### src/rtl/fft_pkg.sv
// Shared types for the FFT input path: loader FSM states and the complex sample record.
package fft_pkg;

    localparam int FFT_DATA_W = 10;

    typedef enum logic [1:0] {
        LOAD_A = 2'd0,
        LOAD_B = 2'd1,
        FULL   = 2'd2
    } loader_state_t;

    // Field names avoid the 'real' keyword.
    typedef struct packed {
        logic [FFT_DATA_W-1:0] re;
        logic [FFT_DATA_W-1:0] im;
    } complex_sample_t;

endpackage

### src/rtl/sample_pair_loader.sv
// Pairs an incoming complex sample stream into butterfly operands a/b and holds
// each full frame until the downstream stage acknowledges it.
module sample_pair_loader
    import fft_pkg::*;
#(
    parameter int DATA_W        = FFT_DATA_W,
    parameter int FRAME_SAMPLES = 4,
    parameter int CNT_W         = 3
) (
    input  logic                clk,
    input  logic                nrst,
    input  logic                in_valid,
    output logic                in_ready,
    input  logic [DATA_W-1:0]   in_real,
    input  logic [DATA_W-1:0]   in_imag,
    input  logic                flush,
    input  logic                frame_ack,
    output logic [DATA_W-1:0]   a_real,
    output logic [DATA_W-1:0]   a_imag,
    output logic [DATA_W-1:0]   b_real,
    output logic [DATA_W-1:0]   b_imag,
    output logic                pair_valid,
    output logic [CNT_W-1:0]    samples_loaded_count,
    output logic                frame_done,
    output loader_state_t       dbg_state
);

    if ((FRAME_SAMPLES < 2) || ((FRAME_SAMPLES % 2) != 0) || (FRAME_SAMPLES >= (1 << CNT_W))) begin : g_bad_cfg
        $error("sample_pair_loader: FRAME_SAMPLES must be even, >= 2 and < 2**CNT_W");
    end

    localparam logic [CNT_W-1:0] LAST_IDX = CNT_W'(FRAME_SAMPLES - 1);

    loader_state_t      state_q, state_d;
    logic [CNT_W-1:0]   cnt_q, cnt_d;
    logic [DATA_W-1:0]  a_re_q, a_re_d, a_im_q, a_im_d;
    logic [DATA_W-1:0]  b_re_q, b_re_d, b_im_q, b_im_d;
    logic               pair_valid_q, pair_valid_d;
    logic               in_ready_q, in_ready_d;
    logic               accept;

    // Handshake: a sample transfers on a rising edge where in_valid and in_ready are both 1.
    assign accept = in_valid & in_ready_q;

    always_ff @(posedge clk or negedge nrst) begin
        if (!nrst) begin
            state_q <= LOAD_A;
        end else begin
            state_q <= state_d;
        end
    end

    always_comb begin
        state_d = state_q;
        if (flush) begin
            state_d = LOAD_A;
        end else begin
            unique case (state_q)
                LOAD_A:  if (accept) state_d = LOAD_B;
                LOAD_B:  if (accept) state_d = (cnt_q == LAST_IDX) ? FULL : LOAD_A;
                FULL:    if (frame_ack) state_d = LOAD_A;
                default: state_d = LOAD_A;
            endcase
        end
    end

    always_comb begin
        cnt_d        = cnt_q;
        a_re_d       = a_re_q;
        a_im_d       = a_im_q;
        b_re_d       = b_re_q;
        b_im_d       = b_im_q;
        pair_valid_d = 1'b0;
        in_ready_d   = (state_d != FULL);
        if (flush) begin
            cnt_d  = '0;
            a_re_d = '0;
            a_im_d = '0;
            b_re_d = '0;
            b_im_d = '0;
        end else if ((state_q == FULL) && frame_ack) begin
            cnt_d = '0;
        end else if (accept) begin
            // in_ready is low throughout FULL, so an accept only happens in LOAD_A or LOAD_B.
            cnt_d = cnt_q + CNT_W'(1);
            if (state_q == LOAD_A) begin
                a_re_d = in_real;
                a_im_d = in_imag;
            end else begin
                b_re_d       = in_real;
                b_im_d       = in_imag;
                pair_valid_d = 1'b1;
            end
        end
    end

    always_ff @(posedge clk or negedge nrst) begin
        if (!nrst) begin
            cnt_q        <= '0;
            a_re_q       <= '0;
            a_im_q       <= '0;
            b_re_q       <= '0;
            b_im_q       <= '0;
            pair_valid_q <= 1'b0;
            in_ready_q   <= 1'b0;
        end else begin
            cnt_q        <= cnt_d;
            a_re_q       <= a_re_d;
            a_im_q       <= a_im_d;
            b_re_q       <= b_re_d;
            b_im_q       <= b_im_d;
            pair_valid_q <= pair_valid_d;
            in_ready_q   <= in_ready_d;
        end
    end

    assign in_ready             = in_ready_q;
    assign a_real               = a_re_q;
    assign a_imag               = a_im_q;
    assign b_real               = b_re_q;
    assign b_imag               = b_im_q;
    assign pair_valid           = pair_valid_q;
    assign samples_loaded_count = cnt_q;
    assign frame_done           = (state_q == FULL);
    assign dbg_state            = state_q;

endmodule

### config.mk
export PLATFORM = sky130hd
export DESIGN_NAME = sample_pair_loader
export DESIGN_NICKNAME = d
export VERILOG_FILES = /design/src/rtl/fft_pkg.sv /design/src/rtl/sample_pair_loader.sv
export SDC_FILE = /design/constraint.sdc
export NUM_CORES = 1
export LEC_CHECK = 0
export BUFFER_PORTS_ARGS = -buffer_cell sky130_fd_sc_hd__buf_2
export CAP_MARGIN = 20
export CORE_MARGIN = 2
export CORE_UTILIZATION = 40
export DETAILED_ROUTE_END_ITERATION = 8
export PLACE_DENSITY = 0.7
export SYNTH_ARGS = -nofsm -noshare
export SYNTH_HDL_FRONTEND = slang
export SYNTH_SLANG_ARGS = --single-unit
### constraint.sdc
create_clock -name clk -period 1.1 [get_ports clk]
set_input_delay 0.055 -clock clk [delete_from_list [all_inputs] [get_ports clk]]
set_output_delay 0.055 -clock clk [all_outputs]
set_load 0.05 [all_outputs]
==> report_table.html, run 1 <==
<table>
<tr><th>Metric</th><th>Value</th></tr>
<tr><th colspan="2">Status</th></tr>
<tr><td>Failing checks</td><td>hold timing, setup timing</td></tr>
<tr><td>Run status</td><td>finished, violations left</td></tr>
<tr><th colspan="2">Flow run</th></tr>
<tr><td>Maximum Capacitance Violations</td><td>0</td></tr>
<tr><th colspan="2">Timing</th></tr>
<tr><td>Remaining max-slew budget at the tightest pin</td><td>0.8167</td></tr>
<tr><td>Final setup violating endpoints</td><td>48</td></tr>
<tr><td>Final period util</td><td>1.148</td></tr>
<tr><td>Worst setup slack after layout</td><td>-0.1624 ns</td></tr>
<tr><td>Final number of hold-violating endpoints</td><td>2</td></tr>
<tr><td>RSZ-0062 raised after global routing</td><td>true</td></tr>
<tr><td>Transition at the pin with the smallest max-transition slack</td><td>0.2741 ns</td></tr>
<tr><td>Fin Hold WS</td><td>-0.003589 ns</td></tr>
<tr><td>Max Fclk</td><td>792.1 MHz</td></tr>
<tr><td>Worst clock skew on the final layout</td><td>0.002421 ns</td></tr>
<tr><td>Max Transition Viols Final</td><td>0</td></tr>
<tr><td>Fin crit period</td><td>1.262 ns</td></tr>
<tr><th colspan="2">Placed design</th></tr>
<tr><td>Post-DP Area</td><td>0.002425 mm2</td></tr>
<tr><td>DP Wirelength</td><td>3.323 mm</td></tr>
<tr><td>Routability cong.</td><td>0.8287</td></tr>
<tr><td>Total instance count after detailed placement</td><td>302</td></tr>
<tr><td>Worst Setup Slack post-DPL</td><td>-0.1342 ns</td></tr>
<tr><td>IO buf count</td><td>72</td></tr>
<tr><th colspan="2">Yosys</th></tr>
<tr><td>Post-synthesis sequential area ratio</td><td>0.6309</td></tr>
<tr><td>Cell count after synthesis</td><td>166</td></tr>
<tr><td>Warning count from the yosys run</td><td>0</td></tr>
<tr><td>Post-synthesis average cell area</td><td>11.23 um2</td></tr>
<tr><td>Count of different cell masters after synthesis</td><td>23</td></tr>
<tr><td>Total nets after synthesis</td><td>193</td></tr>
<tr><td>Summed instance area of the synthesized netlist</td><td>0.001864 mm2</td></tr>
<tr><td>Flip-flop and latch count after synthesis</td><td>47</td></tr>
<tr><th colspan="2">Global route</th></tr>
<tr><td>Vias in the first global route</td><td>1699</td></tr>
<tr><td>Wire length of the first global-routing pass</td><td>8.066 mm</td></tr>
<tr><td>Global routing usage summed across all routing layers</td><td>0.2026</td></tr>
<tr><td>Pin count of the biggest net entering global routing</td><td>48</td></tr>
<tr><td>Antenna violations before repair</td><td>0</td></tr>
<tr><td>Grt ovf</td><td>0</td></tr>
<tr><th colspan="2">Route</th></tr>
<tr><td>Drt first-iter violations</td><td>93</td></tr>
<tr><td>Routed length per instance</td><td>15.93 um</td></tr>
<tr><td>Number of detailed-route iterations in the first pass</td><td>4</td></tr>
<tr><td>Number of antenna-violating nets in the routed design</td><td>0</td></tr>
<tr><td>DRC errors left</td><td>0</td></tr>
<tr><td>Final routed wirelength across all metal layers</td><td>5.304 mm</td></tr>
<tr><td>Vias after detailed routing</td><td>1745</td></tr>
<tr><td>Via count normalized by instance count</td><td>5.240</td></tr>
<tr><th colspan="2">Floorplan</th></tr>
<tr><td>Starting density of the core</td><td>0.4223</td></tr>
<tr><td>Die boundary width</td><td>72.27 um</td></tr>
<tr><td>Rows</td><td>24</td></tr>
<tr><td>Y dimension of the die</td><td>72.27 um</td></tr>
<tr><td>Area of the die</td><td>0.005223 mm2</td></tr>
<tr><td>Total I/O pin count</td><td>73</td></tr>
<tr><td>Core footprint</td><td>0.004414 mm2</td></tr>
<tr><th colspan="2">Worst hold path</th></tr>
<tr><td>Launch instance of the worst min-delay path</td><td>in_imag[7]</td></tr>
<tr><td>Hold Crit Depth</td><td>3</td></tr>
<tr><td>Class of the most critical hold timing path</td><td>primary input to flop</td></tr>
<tr><td>Endpoint, Worst Hold</td><td>a_imag[7]</td></tr>
<tr><th colspan="2">Worst setup path</th></tr>
<tr><td>Cell-by-cell listing of the critical path</td><td>and4bb_4 &gt; buf_6 &gt; nand2_1 &gt; a21oi_2</td></tr>
<tr><td>Worst setup slack for register-to-register paths</td><td>-0.16 ns</td></tr>
<tr><td>Depth of the worst register-to-register path</td><td>4</td></tr>
<tr><td>Req. time, crit path</td><td>1.34 ns</td></tr>
<tr><td>Category of the worst setup path capture point</td><td>flop</td></tr>
<tr><td>Reg-to-reg critical path startpoint</td><td>dbg_state[0]</td></tr>
<tr><td>Type of the setup path with the least slack</td><td>flop to flop</td></tr>
<tr><td>Worst reg2reg path endpoint</td><td>a_real[1]</td></tr>
<tr><td>Delay of the slowest critical-path stage</td><td>0.45 ns</td></tr>
<tr><td>Slowest-stage cell, CP</td><td>sky130_fd_sc_hd__dfrtp_2</td></tr>
<tr><td>Startpoint class of the critical path</td><td>flop</td></tr>
<tr><td>Signal arrival time at the worst endpoint</td><td>1.50 ns</td></tr>
<tr><td>Crit Path Max Fanout</td><td>6</td></tr>
<tr><th colspan="2">Final layout</th></tr>
<tr><td>Fin nets</td><td>307</td></tr>
<tr><td>Proportion of layout cells with a drive suffix above 1</td><td>0.5552</td></tr>
<tr><td>Antenna cell count</td><td>0</td></tr>
<tr><td>Fill cell total of the finished layout</td><td>327</td></tr>
<tr><td>Signed area change from the synthesized netlist to the final layout</td><td>61.74%</td></tr>
<tr><td>Final cell count without fillers</td><td>333</td></tr>
<tr><td>Post-route cell area</td><td>0.003015 mm2</td></tr>
<tr><td>Area of the multi-input gates</td><td>793.3 um2</td></tr>
<tr><td>Sequential standard cell area</td><td>0.001182 mm2</td></tr>
<tr><th colspan="2">Clock tree</th></tr>
<tr><td>Clock Root Buffer</td><td>sky130_fd_sc_hd__clkbuf_8</td></tr>
<tr><td>Total clock buffers created by CTS</td><td>5</td></tr>
<tr><td>Number of clock sinks</td><td>47</td></tr>
<tr><td>Skew-Pair Late Insertion Delay</td><td>0.30 ns</td></tr>
<tr><td>TritonCTS clock tree</td><td>yes</td></tr>
<tr><td>Clock Pin Slew Worst Setup and Hold Paths</td><td>0.08 ns</td></tr>
<tr><td>Number of buffers on the longest clock path</td><td>2</td></tr>
<tr><td># H-tree levels</td><td>2</td></tr>
<tr><th colspan="2">Power</th></tr>
<tr><td>Ratio of total power to cell area</td><td>1336 mW/mm2</td></tr>
<tr><td>Worst supply voltage drop on vdd</td><td>0.0006973 V</td></tr>
<tr><td>Cell leakage power</td><td>1.532 nW</td></tr>
</table>
## cell type report
class | count | share of cell area
tap | 52 | 0.02158
multi-input combinational | 105 | 0.2631
clock buffer | 5 | 0.02282
inverter | 3 | 0.004564
clock inverter | 3 | 0.004979
sequential | 47 | 0.3921
timing repair buffer | 118 | 0.2909
## worst max-delay path: cells and delay by family (launching register included)
kind,cells,cell delay (ns)
flops,1,0.45
compound gates,1,0.12
simple gates,2,0.48
buf+inv,1,0.15
## per-layer routing
layer,wire length (um),vias to the layer above,track usage
li1,-,799,-
met1,2221,875,0.2623
met2,2644,60,0.3211
met3,338,11,0.06111
met4,100,0,0.07757
met5,0,-,0
## layout by cell type, fill, tap and decap left out, types with 2 or more instances in the layout
| cell | netlist | layout |
|---|---|---|
| sky130_fd_sc_hd__a22o_1 | 20 | 20 |
| sky130_fd_sc_hd__nand2_4 | 0 | 3 |
| sky130_fd_sc_hd__dfrtp_1 | 47 | 42 |
| sky130_fd_sc_hd__buf_8 | 0 | 5 |
| sky130_fd_sc_hd__clkinv_2 | 0 | 3 |
| sky130_fd_sc_hd__a21oi_1 | 23 | 5 |
| sky130_fd_sc_hd__buf_4 | 0 | 14 |
| sky130_fd_sc_hd__dlygate4sd3_1 | 0 | 16 |
| sky130_fd_sc_hd__dfrtp_2 | 0 | 5 |
| sky130_fd_sc_hd__nand2_1 | 42 | 29 |
| sky130_fd_sc_hd__nor2_1 | 2 | 2 |
| sky130_fd_sc_hd__nand2b_4 | 0 | 2 |
| sky130_fd_sc_hd__buf_2 | 4 | 65 |
| sky130_fd_sc_hd__nand2_2 | 1 | 11 |
| sky130_fd_sc_hd__clkbuf_8 | 0 | 5 |
| sky130_fd_sc_hd__ha_4 | 0 | 2 |
| sky130_fd_sc_hd__buf_6 | 2 | 17 |
| sky130_fd_sc_hd__a21oi_2 | 0 | 18 |
| sky130_fd_sc_hd__a21o_1 | 2 | 2 |
## how the worst max path moves through the flow
stage	startpoint	end	cells after the start
3_3_place_gp	dbg_state[1]	samples_loaded_count[2]	5
2_1_floorplan	dbg_state[0]	samples_loaded_count[2]	4
5_1_grt	dbg_state[0]	a_real[1]	4
3_5_place_dp	dbg_state[0]	a_imag[8]	4
4_1_cts	dbg_state[1]	a_imag[8]	4
6_report	dbg_state[0]	a_real[1]	4
## Yosys cell counts
cell type	instances	share of area
sky130_fd_sc_hd__ha_1	2	0.013
sky130_fd_sc_hd__o32ai_1	1	0.0047
sky130_fd_sc_hd__buf_6	2	0.012
sky130_fd_sc_hd__inv_1	3	0.0060
sky130_fd_sc_hd__nand2_2	1	0.0034
sky130_fd_sc_hd__a21oi_1	23	0.062
sky130_fd_sc_hd__a21o_1	2	0.0081
sky130_fd_sc_hd__a311oi_1	1	0.0047
sky130_fd_sc_hd__nor2_1	2	0.0040
sky130_fd_sc_hd__nand2_1	42	0.085
sky130_fd_sc_hd__nand3_1	1	0.0027
sky130_fd_sc_hd__nor3_1	1	0.0027
sky130_fd_sc_hd__dfrtp_1	47	0.63
sky130_fd_sc_hd__xnor2_1	1	0.0047
sky130_fd_sc_hd__xor2_1	1	0.0047
sky130_fd_sc_hd__nor2b_1	1	0.0034
sky130_fd_sc_hd__a22o_1	20	0.094
sky130_fd_sc_hd__nand4bb_1	1	0.0060
sky130_fd_sc_hd__a211oi_4	1	0.011
sky130_fd_sc_hd__clkbuf_1	5	0.010
sky130_fd_sc_hd__and4bb_2	1	0.0067
sky130_fd_sc_hd__buf_2	4	0.011
sky130_fd_sc_hd__nand2b_1	3	0.010
## repair_timing
action,in CTS,in global routing
pin swaps,17,25
endpoints found under the hold margin,66,4
resized for setup,49,31
setup endpoints to repair,48,54
setup buffers,3,3
cloned,1,0
hold buffers,12,4
## cells by family (layout without fill, tap and decap cells)
family | after synthesis | in the layout | share of synthesized area
buffers and inverters | 14 | 129 | 0.03893
adder cells (fa/ha/maj) | 2 | 2 | 0.01342
AO/OA/AOI/OAI | 48 | 48 | 0.1839
flip-flops | 47 | 47 | 0.6309
AND/OR/NAND/NOR | 53 | 53 | 0.1235
XOR/XNOR | 2 | 2 | 0.009398
## flip-flops by register name (all words and copies together) (netlist names)
name                  cells
dbg_state                 2
a_imag                   10
in_ready                  1
a_real                   10
pair_valid                1
b_imag                   10
samples_loaded_count      3
b_real                   10
## where the power goes
part | switching (W) | total, W | internal, W
logic | 0.000718 | 0.00111 | 0.000395
registers | 0.0000640 | 0.00189 | 0.00183
clock network | 0.000586 | 0.00102 | 0.000436
total | 0.00137 | 0.00403 | 0.00266
## metrics by stage
step | utilization | total power [W] | setup TNS, ns | hold WS (ns)
after detailed placement | 0.5493 | 0.002837 | -3.131 | 0.05902
after global routing | 0.6831 | 0.004193 | -7.021 | 0.0001064
after global placement | 0.5493 | 0.002827 | -2.094 | 0.05700
after floorplan | - | 0.002521 | -9.314 | -0.2406
after CTS | 0.6440 | 0.003952 | -4.040 | 0.001845
final | 0.6831 | 0.004028 | -4.880 | -0.003589
Note: power is estimated with default switching activity, not from simulation.
==> run 2, diff against run 1 <==
--- a/config.mk
+++ b/config.mk
@@ -10,6 +10,7 @@
 export CORE_MARGIN = 2
 export CORE_UTILIZATION = 40
 export DETAILED_ROUTE_END_ITERATION = 8
+export MAX_ROUTING_LAYER = met4
 export PLACE_DENSITY = 0.7
 export SYNTH_ARGS = -nofsm -noshare
 export SYNTH_HDL_FRONTEND = slang
==> run 2 against run 1 <==
Against the previous run: the flow still finishes with violations (hold timing, setup timing); clock power about the same; fmax about the same; setup slack about the same; first-iteration DRC count down 14%; largest power group unchanged.
==> report_table.html, run 2 (synthesis results as in run 1) <==
<table>
<tr><th>Metric</th><th>Value</th></tr>
<tr><th colspan="2">Power</th></tr>
<tr><td>Net switching fraction of the power</td><td>0.3395</td></tr>
<tr><td>Worst supply voltage drop on vdd</td><td>0.0006971 V</td></tr>
<tr><td>Clock power share</td><td>0.254</td></tr>
<tr><td>Cell leakage power</td><td>1.532 nW</td></tr>
<tr><td>Gate power share</td><td>0.276</td></tr>
<tr><td>Share of total power in sequential cells</td><td>0.470</td></tr>
<tr><td>Switching power</td><td>0.001367 W</td></tr>
<tr><td>Ratio of total power to cell area</td><td>1336 mW/mm2</td></tr>
<tr><td>Internal power</td><td>0.002660 W</td></tr>
<tr><th colspan="2">Floorplan</th></tr>
<tr><td>Total I/O pin count</td><td>73</td></tr>
<tr><td>Rows</td><td>24</td></tr>
<tr><td>Starting density of the core</td><td>0.4223</td></tr>
<tr><td>Y dimension of the die</td><td>72.27 um</td></tr>
<tr><td>Area of the die</td><td>0.005223 mm2</td></tr>
<tr><td>Core footprint</td><td>0.004414 mm2</td></tr>
<tr><td>Die boundary width</td><td>72.27 um</td></tr>
<tr><th colspan="2">Route</th></tr>
<tr><td>Via count normalized by instance count</td><td>5.171</td></tr>
<tr><td>Drt first-iter violations</td><td>80</td></tr>
<tr><td>Vias after detailed routing</td><td>1722</td></tr>
<tr><td>DRC errors left</td><td>0</td></tr>
<tr><td>Final routed wirelength across all metal layers</td><td>5.289 mm</td></tr>
<tr><td>Routed length per instance</td><td>15.88 um</td></tr>
<tr><td>Number of detailed-route iterations in the first pass</td><td>4</td></tr>
<tr><td>Number of antenna-violating nets in the routed design</td><td>0</td></tr>
<tr><th colspan="2">Timing</th></tr>
<tr><td>Worst setup slack after layout</td><td>-0.1626 ns</td></tr>
<tr><td>Fin Hold WS</td><td>-0.003134 ns</td></tr>
<tr><td>RSZ-0062 raised after global routing</td><td>true</td></tr>
<tr><td>Final period util</td><td>1.148</td></tr>
<tr><td>Max Transition Viols Final</td><td>0</td></tr>
<tr><td>Transition at the pin with the smallest max-transition slack</td><td>0.2740 ns</td></tr>
<tr><td>Worst clock skew on the final layout</td><td>0.002417 ns</td></tr>
<tr><td>Final number of hold-violating endpoints</td><td>2</td></tr>
<tr><td>Max Fclk</td><td>792.0 MHz</td></tr>
<tr><td>Final setup violating endpoints</td><td>48</td></tr>
<tr><td>Fin crit period</td><td>1.263 ns</td></tr>
<tr><td>Remaining max-slew budget at the tightest pin</td><td>0.8167</td></tr>
<tr><th colspan="2">Clock tree</th></tr>
<tr><td>Number of buffers on the longest clock path</td><td>2</td></tr>
<tr><td>Clock Root Buffer</td><td>sky130_fd_sc_hd__clkbuf_8</td></tr>
<tr><td># H-tree levels</td><td>2</td></tr>
<tr><td>Number of clock sinks</td><td>47</td></tr>
<tr><td>Total clock buffers created by CTS</td><td>5</td></tr>
<tr><td>TritonCTS clock tree</td><td>yes</td></tr>
<tr><td>Skew-Pair Late Insertion Delay</td><td>0.30 ns</td></tr>
<tr><td>Clock Pin Slew Worst Setup and Hold Paths</td><td>0.08 ns</td></tr>
<tr><th colspan="2">Final layout</th></tr>
<tr><td>Post-route cell area</td><td>0.003015 mm2</td></tr>
<tr><td>Sequential standard cell area</td><td>0.001182 mm2</td></tr>
<tr><td>Antenna cell count</td><td>0</td></tr>
<tr><td>Highest-count cells in the layout ignoring fill and taps</td><td>sky130_fd_sc_hd__buf_2 (65), sky130_fd_sc_hd__dfrtp_1 (42), sky130_fd_sc_hd__nand2_1 (29)</td></tr>
<tr><td>Leading cell type in the layout, fill and taps excluded</td><td>sky130_fd_sc_hd__buf_2</td></tr>
<tr><td>Signed area change from the synthesized netlist to the final layout</td><td>61.74%</td></tr>
<tr><td>Final cell count without fillers</td><td>333</td></tr>
<tr><td>Area of the multi-input gates</td><td>793.3 um2</td></tr>
<tr><td>Fin nets</td><td>307</td></tr>
<tr><td>Fill cell total of the finished layout</td><td>327</td></tr>
<tr><td>Proportion of layout cells with a drive suffix above 1</td><td>0.5552</td></tr>
<tr><th colspan="2">Worst hold path</th></tr>
<tr><td>Class of the most critical hold timing path</td><td>primary input to flop</td></tr>
<tr><th colspan="2">Placed design</th></tr>
<tr><td>Routability cong.</td><td>0.8413</td></tr>
<tr><td>Total instance count after detailed placement</td><td>302</td></tr>
<tr><td>DP Wirelength</td><td>3.323 mm</td></tr>
<tr><td>IO buf count</td><td>72</td></tr>
<tr><td>Post-DP Area</td><td>0.002425 mm2</td></tr>
<tr><th colspan="2">Status</th></tr>
<tr><td>Failing checks</td><td>hold timing, setup timing</td></tr>
<tr><td>Run status</td><td>finished, violations left</td></tr>
<tr><th colspan="2">Worst setup path</th></tr>
<tr><td>Worst setup slack for register-to-register paths</td><td>-0.16 ns</td></tr>
<tr><td>Signal arrival time at the worst endpoint</td><td>1.50 ns</td></tr>
<tr><td>Type of the setup path with the least slack</td><td>flop to flop</td></tr>
<tr><td>Req. time, crit path</td><td>1.34 ns</td></tr>
<tr><td>Category of the worst setup path capture point</td><td>flop</td></tr>
<tr><td>Startpoint class of the critical path</td><td>flop</td></tr>
<tr><td>Crit Path Max Fanout</td><td>6</td></tr>
<tr><th colspan="2">Global route</th></tr>
<tr><td>Grt ovf</td><td>0</td></tr>
<tr><td>Wire length of the first global-routing pass</td><td>8.066 mm</td></tr>
<tr><td>Antenna violations before repair</td><td>0</td></tr>
<tr><td>Vias in the first global route</td><td>1700</td></tr>
<tr><td>Pin count of the biggest net entering global routing</td><td>48</td></tr>
<tr><td>Global routing usage summed across all routing layers</td><td>0.2084</td></tr>
<tr><th colspan="2">Flow run</th></tr>
<tr><td>Maximum Capacitance Violations</td><td>0</td></tr>
</table>
[run 2: per-stage QoR]
| step | setup WS, ns | power (W) | util | setup TNS (ns) | hold slack [ns] |
|---|---|---|---|---|---|
| final | -0.1626 | 0.004028 | 0.6831 | -4.889 | -0.003134 |
| after global routing | -0.2125 | 0.004193 | 0.6831 | -7.021 | 0.0001064 |
| after CTS | -0.1108 | 0.003952 | 0.6440 | -4.040 | 0.001845 |
| after detailed placement | -0.1342 | 0.002837 | 0.5493 | -3.131 | 0.05902 |
| after global placement | -0.1025 | 0.002827 | 0.5493 | -2.094 | 0.05700 |
| after floorplan | -0.3818 | 0.002521 | - | -9.314 | -0.2406 |
[run 2: worst max-delay path, cell delays in order (launching register included)]
cell	delay, ns
sky130_fd_sc_hd__dfrtp_2	0.45
sky130_fd_sc_hd__and4bb_4	0.40
sky130_fd_sc_hd__buf_6	0.15
sky130_fd_sc_hd__nand2_1	0.08
sky130_fd_sc_hd__a21oi_2	0.12
[run 2: layout make-up]
type                       count  area share
clock inverter                 3    0.004979
inverter                       3    0.004564
sequential                    47      0.3921
multi-input combinational    105      0.2631
tap                           52     0.02158
clock buffer                   5     0.02282
timing repair buffer         118      0.2909
[run 2: worst paths after layout]
path                       cells past startpoint          from                      end
min reg2reg                                    1     b_imag[8]                b_imag[8]
min                                            3    in_imag[7]                a_imag[7]
max                                            4  dbg_state[0]                a_real[1]
max in group asynchronous                      3          nrst  samples_loaded_count[0]
max reg2reg                                    4  dbg_state[0]                a_real[1]
min in group asynchronous                      3          nrst                b_imag[9]
[run 2: timing repair]
| action | 4_1_cts | 5_1_grt |
|---|---|---|
| pin swaps | 17 | 25 |
| setup buffers | 3 | 3 |
| resized for setup | 49 | 31 |
| hold buffers | 12 | 4 |
| cloned | 1 | 0 |
| endpoints found under the setup margin | 48 | 54 |
| hold endpoints to repair | 66 | 4 |
[run 2: layer usage]
| metal | GRT usage | wire length, um | part of all wire | vias up |
|---|---|---|---|---|
| li1 | - | - | - | 799 |
| met1 | 0.2614 | 2230 | 0.42 | 859 |
| met2 | 0.3221 | 2639 | 0.50 | 53 |
| met3 | 0.05972 | 319 | 0.060 | 11 |
| met4 | 0.07757 | 100 | 0.019 | 0 |
| met5 | - | 0 | 0 | - |
[run 2: power by group through the flow]
stage | clock network [W] | logic [W] | registers, W
finish | 0.00102 | 0.00111 | 0.00189
global route | 0.00111 | 0.00117 | 0.00191
CTS | 0.00103 | 0.00103 | 0.00189
detailed placement | 0 | 0.000916 | 0.00192
global placement | 0 | 0.000907 | 0.00192
floorplan | 0 | 0.000238 | 0.00228
